<file path="config.mk">
export PLATFORM = sky130hd
export DESIGN_NAME = dsigmf_flat
export DESIGN_NICKNAME = d
export VERILOG_FILES = /design/src/rtl/dsigmf_if.sv /design/src/rtl/dsigmf.sv /design/src/flat_wrapper.sv
export SDC_FILE = /design/constraint.sdc
export NUM_CORES = 2
export LEC_CHECK = 0
export BUFFER_PORTS_ARGS = -buffer_cell sky130_fd_sc_hd__buf_4
export CORE_ASPECT_RATIO = 0.7
export CORE_MARGIN = 2
export CORE_UTILIZATION = 59
export DETAILED_ROUTE_END_ITERATION = 16
export PLACE_DENSITY = 0.77
export SYNTH_ARGS = -nofsm -noshare
export SYNTH_HDL_FRONTEND = slang
export SYNTH_SLANG_ARGS = --single-unit
</file>
<file path="constraint.sdc">
create_clock -name clk -period 7.8 [get_ports clk]
set_clock_uncertainty 0.1 [all_clocks]
set_input_delay 0.39 -clock clk [delete_from_list [all_inputs] [get_ports clk]]
set_output_delay 0.39 -clock clk [all_outputs]
set_load 0.005 [all_outputs]
</file>
<file path="src/rtl/dsigmf_if.sv">
// Handshake bundle for the sigmoid-derivative / gate-delta unit.
// Upstream drives i_* and o_ready; the unit drives i_ready and o_*.
interface dsigmf_if #(
    parameter int WIDTH = 24
);
    logic                    i_valid;
    logic                    i_ready;
    logic signed [WIDTH-1:0] i_s;
    logic signed [WIDTH-1:0] i_err;
    logic                    o_valid;
    logic                    o_ready;
    logic signed [WIDTH-1:0] o_dsig;
    logic signed [WIDTH-1:0] o_delta;

    modport master (
        output i_valid, i_s, i_err, o_ready,
        input  i_ready, o_valid, o_dsig, o_delta
    );

    modport slave (
        input  i_valid, i_s, i_err, o_ready,
        output i_ready, o_valid, o_dsig, o_delta
    );
endinterface

</file>
<file path="src/rtl/dsigmf.sv">
// Sigmoid derivative s*(1-s) and gate delta err*s*(1-s) in Q4.20, sharing one
// signed multiplier across two FSM states.
module dsigmf #(
    parameter int WIDTH = 24,
    parameter int FRAC  = 20
) (
    input  logic     clk,
    input  logic     rst,
    dsigmf_if.slave  bus
);
    localparam logic signed [WIDTH-1:0] ONE = {{(WIDTH-FRAC-1){1'b0}}, 1'b1, {FRAC{1'b0}}};

    typedef enum logic [1:0] {IDLE, MUL_D, MUL_E, DONE} state_t;

    state_t state, state_nxt;

    logic signed [WIDTH-1:0]   s_p0, one_m_s_p0, err_p0;
    logic signed [WIDTH-1:0]   dsig_p1;
    logic signed [WIDTH-1:0]   delta_p2;
    logic                      vld_p2;
    logic signed [WIDTH-1:0]   s_clamped;
    logic signed [WIDTH-1:0]   mul_a, mul_b;
    logic signed [2*WIDTH-1:0] prod;

    // Activations outside [0, 1.0] come from rounding in the forward block.
    function automatic logic signed [WIDTH-1:0] clamp_s(input logic signed [WIDTH-1:0] s);
        if (s[WIDTH-1])
            return '0;
        else if (s > ONE)
            return ONE;
        else
            return s;
    endfunction

    // Keeps bits [FRAC+WIDTH-1:FRAC]: floor toward -inf, no saturation needed.
    function automatic logic signed [WIDTH-1:0] renorm(input logic signed [2*WIDTH-1:0] p);
        return p[FRAC+WIDTH-1:FRAC];
    endfunction

    assign s_clamped = clamp_s(bus.i_s);
    assign prod      = (2*WIDTH)'(mul_a) * (2*WIDTH)'(mul_b);

    always_comb begin
        state_nxt = state;
        mul_a     = s_p0;
        mul_b     = one_m_s_p0;
        case (state)
            IDLE:  if (bus.i_valid) state_nxt = MUL_D;
            MUL_D: state_nxt = MUL_E;
            MUL_E: begin
                mul_a     = err_p0;
                mul_b     = dsig_p1;
                state_nxt = DONE;
            end
            DONE:  if (bus.o_ready) state_nxt = IDLE;
            default: state_nxt = IDLE;
        endcase
    end

    always_ff @(posedge clk) begin
        if (rst) begin
            state      <= IDLE;
            s_p0       <= '0;
            one_m_s_p0 <= '0;
            err_p0     <= '0;
            dsig_p1    <= '0;
            delta_p2   <= '0;
            vld_p2     <= 1'b0;
        end else begin
            state <= state_nxt;
            case (state)
                // p0: capture clamped operands on accept
                IDLE: if (bus.i_valid) begin
                    s_p0       <= s_clamped;
                    one_m_s_p0 <= ONE - s_clamped;
                    err_p0     <= bus.i_err;
                end
                // p1: dsig = s*(1-s)
                MUL_D: dsig_p1 <= renorm(prod);
                // p2: delta = err*dsig, result presented downstream
                MUL_E: begin
                    delta_p2 <= renorm(prod);
                    vld_p2   <= 1'b1;
                end
                DONE: if (bus.o_ready) vld_p2 <= 1'b0;
                default: ;
            endcase
        end
    end

    assign bus.i_ready = (state == IDLE) && !rst;
    assign bus.o_valid = vld_p2;
    assign bus.o_dsig  = dsig_p1;
    assign bus.o_delta = delta_p2;
endmodule

</file>
<file path="src/flat_wrapper.sv">
// flat-port wrapper written by rule: the top's interface ports become plain ports
module dsigmf_flat 
#(
    parameter int WIDTH = 24,
    parameter int FRAC  = 20
)
  (clk, rst, bus_i_valid, bus_i_s, bus_i_err, bus_o_ready, bus_i_ready, bus_o_valid, bus_o_dsig, bus_o_delta);
  dsigmf_if #(.WIDTH(WIDTH)) bus_i ();
  input  logic clk;
  input  logic rst;
  input wire logic [$bits(bus_i.i_valid)-1:0] bus_i_valid;
  input wire logic [$bits(bus_i.i_s)-1:0] bus_i_s;
  input wire logic [$bits(bus_i.i_err)-1:0] bus_i_err;
  input wire logic [$bits(bus_i.o_ready)-1:0] bus_o_ready;
  output wire logic [$bits(bus_i.i_ready)-1:0] bus_i_ready;
  output wire logic [$bits(bus_i.o_valid)-1:0] bus_o_valid;
  output wire logic [$bits(bus_i.o_dsig)-1:0] bus_o_dsig;
  output wire logic [$bits(bus_i.o_delta)-1:0] bus_o_delta;
  assign bus_i.i_valid = bus_i_valid;
  assign bus_i.i_s = bus_i_s;
  assign bus_i.i_err = bus_i_err;
  assign bus_i.o_ready = bus_o_ready;
  assign bus_i_ready = bus_i.i_ready;
  assign bus_o_valid = bus_i.o_valid;
  assign bus_o_dsig = bus_i.o_dsig;
  assign bus_o_delta = bus_i.o_delta;
  dsigmf #(.WIDTH(WIDTH), .FRAC(FRAC)) u_core (.clk(clk), .rst(rst), .bus(bus_i));
endmodule
</file>
Word-level counts from Yosys, hierarchy flattened:

Cells that the tools add are included.

* latch bits: 0
* RAM bits: 0
* memories kept: 0
* input bits: 52
* register bits: 123
* memory bits (read-only): 0
* logic and storage cells: 31

* shift-type cells: 0
* reduce and logical (&&, ||, !) cells: 7
* $mul: 1
* divide/modulo/power cells: 0
* add/sub/neg operators: 1
* multiplexer cells: 9
* $lt $le $gt $ge: 1
* equal/unequal tests: 5
* bitwise logic cells: 0

Operators with widths (number)
* 24-bit two-way mux: 3
* 24-bit by 24-bit multiplier with 44-bit output: 1
* 24-bit by 22-bit > comparator with 1-bit output, second input constant: 1
* 22-bit by 24-bit subtractor with 24-bit output, first input constant: 1
* 23-bit two-way mux: 1
* 2-bit case mux with 4 select lines: 1
* 2-bit AND reduction: 3
* 2-bit == test, second input constant: 2
* 2-bit two-way mux: 2
* 2-bit inequality test, second input constant: 2
* 2-bit by 1-bit == test with 1-bit output, second input constant: 1
* 2-bit logical NOT: 1
* 1-bit case mux with 2 select lines: 1
* 2-bit nonzero test: 1
* 1-bit logical AND: 1
* 1-bit logical NOT: 1
* 1-bit two-way mux: 1

Depth between registers and ports, before layout:

* word-level depth: 4
* depth in mapped cells: 32

Worst setup path after synthesis:

Ideal clock, no wire load.

* path kind: reg2reg
* start: reg u_core.state[0]
* end: reg u_core.delta_p2[23], in the netlist u_core.bus.o_delta[23]
* cell stages (with the launch flop): 28
* path buffers: 6
* arrival: 7.911 ns
* period minus slack after synthesis: 8.102 ns
* library setup time: 0.091 ns
* slack: -0.302 ns
* cell sequence: dfxtp_1 > inv_1 > ha_1 > buf_6 > buf_6 > clkbuf_1 > clkbuf_1 > clkbuf_1 > and3_1 > fa_1 > fa_1 > inv_1 > fa_1 > inv_1 > fa_1 > fa_1 > fa_1 > inv_1 > fa_1 > inv_1 > ha_1 > clkbuf_1 > and3_1 > a221o_1 > a21oi_1 > o21ai_0 > or4_4 > a311oi_1

* word-level cells in the longest chain between the ends: 3
* elaborated cells between the ends (all ways): 4
* classes of those cells: mul (1); eq/ne (1); mux (2)

RTL lines
* start, declared: line dsigmf.sv:15 `state_t state, state_nxt;`
* start signal, assigned: line dsigmf.sv:70 `state <= state_nxt;`
* 2-bit == test *: line dsigmf.sv:47, dsigmf.sv:71
* 24-bit two-way mux: line dsigmf.sv:47 `case (state)`
* 24-bit by 24-bit multiplier with 44-bit output: line dsigmf.sv:41 `assign prod = (2*WIDTH)'(mul_a) * (2*WIDTH)'(mul_b);`
* end signal, assigned: line dsigmf.sv:82 `delta_p2 <= renorm(prod);`
* end, declared: line dsigmf.sv:19 `logic signed [WIDTH-1:0] delta_p2;`

Mark *: on every way between the ends. The rest lies on a longest branch, timed or not.
A chain may end at the register's enable or synchronous reset.

Worst setup path in the final report:

* start: reg u_core.state[0]
* end: reg u_core.delta_p2[22], in the netlist u_core.bus.o_delta[22]

The elaborated chain is that of the path after synthesis.

==> impl_metrics.json <==
{
  "clkSlewWorstSetupHoldPaths_ns": 0.07,
  "slew_headroom_pct": 25.7,
  "syn_inst": 2864,
  "die_w_um": 251,
  "criticalPathCategory": "register to register",
  "io_pins": 102,
  "synth_nets": 3613,
  "syn-cell-area_mm2": 0.0252,
  "cp.arrival_ns": 8.00,
  "wl_per_cell_um": 24.7,
  "area_growth_pct": 20.3,
  "slew_viol_final": 0,
  "synth.largest_area_cell": "fa_1",
  "ys_warn_count": 0,
  "cts-root-buf": "clkbuf_16",
  "synth_cell_type_count": 73,
  "synthTopCellsByCount": "inv_1, fa_1, nand2_1",
  "io_buffers": 101,
  "setup_violations": 0,
  "leakage_nw": 14.1,
  "clockBufferDepth": 2,
  "cp_max_fo": 5,
  "core_mm2": 0.0423,
  "cts_buffers": 17,
  "ff2ff_path_depth": 28,
  "viasPerCell": 5.95,
  "postRouteAntennaNets": 0,
  "hold_violations": 0,
  "r2r-start": "u_core.state[0]$_SDFFE_PP0P_",
  "ys_top_cells_by_area": "fa_1, dfxtp_1, inv_1, ha_1, nand2_1",
  "rows": 63,
  "grt.total_usage_pct": 41.9,
  "hp-start": "bus_i_err[15]",
  "drt_iter0_markers": 2485,
  "peakVddDrop_v": 0.000235,
  "cts.sinks": 121,
  "clkLatencyLatePin_ns": 0.43,
  "ys_ff_latch": 121,
  "async_reset_ff_share_pct": 0,
  "hold_end": "u_core.err_p0[15]$_SDFFE_PP0P_",
  "hold_depth": 3,
  "synth-seq-area-share_pct": 9.62,
  "synth_flop_cell": "dfxtp_1",
  "hpwlAfterDp_mm": 75.6,
  "htree_levels": 4,
  "crit_path_end_kind": "register",
  "hold_class": "input port to register",
  "grt_max_degree": 99,
  "max_cap_violations": 0,
  "post-route-min-period_ns": 7.72,
  "synth_edf_count": 0,
  "initial_core_util_pct": 59.6,
  "overflow": 0,
  "slowest_stage": "fa_2",
  "cpMostUsedCell": "fa_1",
  "worst_ep_required_time_ns": 8.08,
  "rsz0062_at_grt": "yes",
  "die_h_um": 177,
  "fin_crit_sh_pct": 99.0,
  "fin_nets": 3895,
  "tightest_slew_ns": 1.11,
  "r2r_setup_slack_ns": 0.08,
  "cts_tree": "done",
  "setup-tns-final_ns": 0,
  "syn_area_per_cell_um2": 8.79,
  "drcViolationCount": 0,
  "die-area_mm2": 0.0444,
  "yosys.area.top_type_share_pct": 44.9,
  "cp-start-kind": "register",
  "crit_start": "u_core.state[0]$_SDFFE_PP0P_",
  "max_freq_mhz": 129,
  "power.density_mw_per_mm2": 103,
  "vias": 22100,
  "drive_above_1_share_pct": 20.1,
  "status": "complete, no violations",
  "grt_pass1_vias": 22500,
  "p_total_mw": 3.12,
  "slowest_delay_ns": 0.63,
  "routabilityCongestion": 1.03,
  "wl_mm": 91.6,
  "drt_pass1_iterations": 5,
  "r2r-end": "u_core.bus.o_delta[22]$_SDFFE_PP0N_",
  "synth.most_common_cell": "inv_1",
  "grt_pass1_wl_mm": 136,
  "antenna_found_initial": 2
}
[worst max path at each step]
stage	slack [ns]	to	cells past startpoint
CTS	0.01	u_core.bus.o_dsig[23]$_SDFFE_PP0N_	27
floorplan	0.002	u_core.bus.o_delta[23]$_SDFFE_PP0N_	29
global route	-0.05	u_core.bus.o_delta[15]$_SDFFE_PP0N_	35
finish	0.08	u_core.bus.o_delta[22]$_SDFFE_PP0N_	28
global placement	-0.54	u_core.bus.o_delta[6]$_SDFFE_PP0N_	29
detailed placement	-0.73	u_core.bus.o_delta[6]$_SDFFE_PP0N_	29
[worst max-delay path, delay by kind of cell, from the launching register on]
| family | cells | cell delay (ns) |
|---|---|---|
| buffers and inverters | 11 | 1.35 |
| multiplexers | 1 | 0.18 |
| AO/OA/AOI/OAI | 1 | 0.13 |
| adder cells (fa/ha/maj) | 9 | 4.15 |
| flip-flops | 1 | 0.34 |
| AND/OR/NAND/NOR | 6 | 1.43 |
[sequential cells by signal, indices dropped and copies added, names as in the netlist]
signal	flops
u_core.state	2
u_core.bus.o_dsig	24
u_core.err_p0	24
u_core.s_p0	22
u_core.bus.o_valid	1
u_core.bus.o_delta	24
u_core.one_m_s_p0	24
[final cells by class]
cell class | count | area, um^2
Fill cell | 3120 | 12000
Tap cell | 552 | 691
Inverter | 610 | 2290
Clock buffer | 20 | 447
Clock inverter | 10 | 144
Antenna cell | 1 | 2.50
Sequential cell | 121 | 2420
Multi-Input combinational cell | 1996 | 20700
Timing Repair Buffer | 400 | 3550
[per-stage QoR]
| step | utilization [%] | hold WS (ns) | worst slack [ns] | instances | cell area [um^2] |
|---|---|---|---|---|---|
| 5_1_grt | 71.7 | 0.121 | -0.0512 | 3709 | 30300 |
| 3_5_place_dp | 66.7 | 0.351 | -0.728 | 3626 | 28200 |
| 6_report | 71.7 | 0.110 | 0.0752 | 3710 | 30300 |
| 3_3_place_gp | 66.7 | 0.345 | -0.537 | 3626 | 28200 |
| 4_1_cts | 68.9 | 0.106 | 0.0101 | 3668 | 29100 |
| 2_1_floorplan | - | 0.321 | 0.00158 | 2864 | 25200 |
[kinds of logic (layout without fill, tap and decap cells)]
family	Yosys count	count (layout)	synth area share, %
buffers and inverters	747	1040	11.2
and+or+nand+nor	935	935	16.2
xor gates and xnor gates	49	49	1.73
AOI/OAI and AO/OA	218	218	5.65
DFF	121	121	9.62
other	0	1	0
muxes	97	97	4.07
adders and majority gates	697	697	51.5
[layout by cell type (no fill, tap or decap), drive strengths merged, types with 5 or more instances in the layout]
cell    count
xor2        7
a211o       5
a21oi      96
or3         6
nand2b     29
o21a        5
nand2     382
nor3b      20
nand3      45
nor2      346
xnor2      42
o211ai      5
o21bai      6
mux2       41
a31oi       9
a21o       19
nor2b       7
inv       612
clkbuf     26
or2        15
nor3       13
nor4bb      6
mux2i      56
and2       16
o22ai      13
and3       14
o311ai      7
buf       393
dfxtp     121
ha        132
nand4      13
o21ai      12
or4         5
a211oi     10
fa        565
[where the power goes]
group / internal, mW / switching, mW
logic: 0.657 / 0.900
clock network: 0.508 / 0.293
registers: 0.675 / 0.0841
[timing repair]
item / CTS / global route
cloned: 1 / 8
pin swaps: 9 / 59
hold buffers: 0 / 0
setup endpoints to repair: 46 / 46
hold endpoints to repair: 0 / 0
buffers inserted: 11 / 34
resized for setup: 48 / 183
[layer usage]
| metal | vias up | GRT usage, % | share of wire, % |
|---|---|---|---|
| met4 | 2 | 9.50 | 2.9 |
| met1 | 11100 | 61.8 | 41 |
| met5 | - | 0 | 0.015 |
| met2 | 1523 | 57.4 | 40 |
| met3 | 203 | 17.4 | 17 |
| li1 | 9201 | - | - |
(Power assumes the default switching activity.)
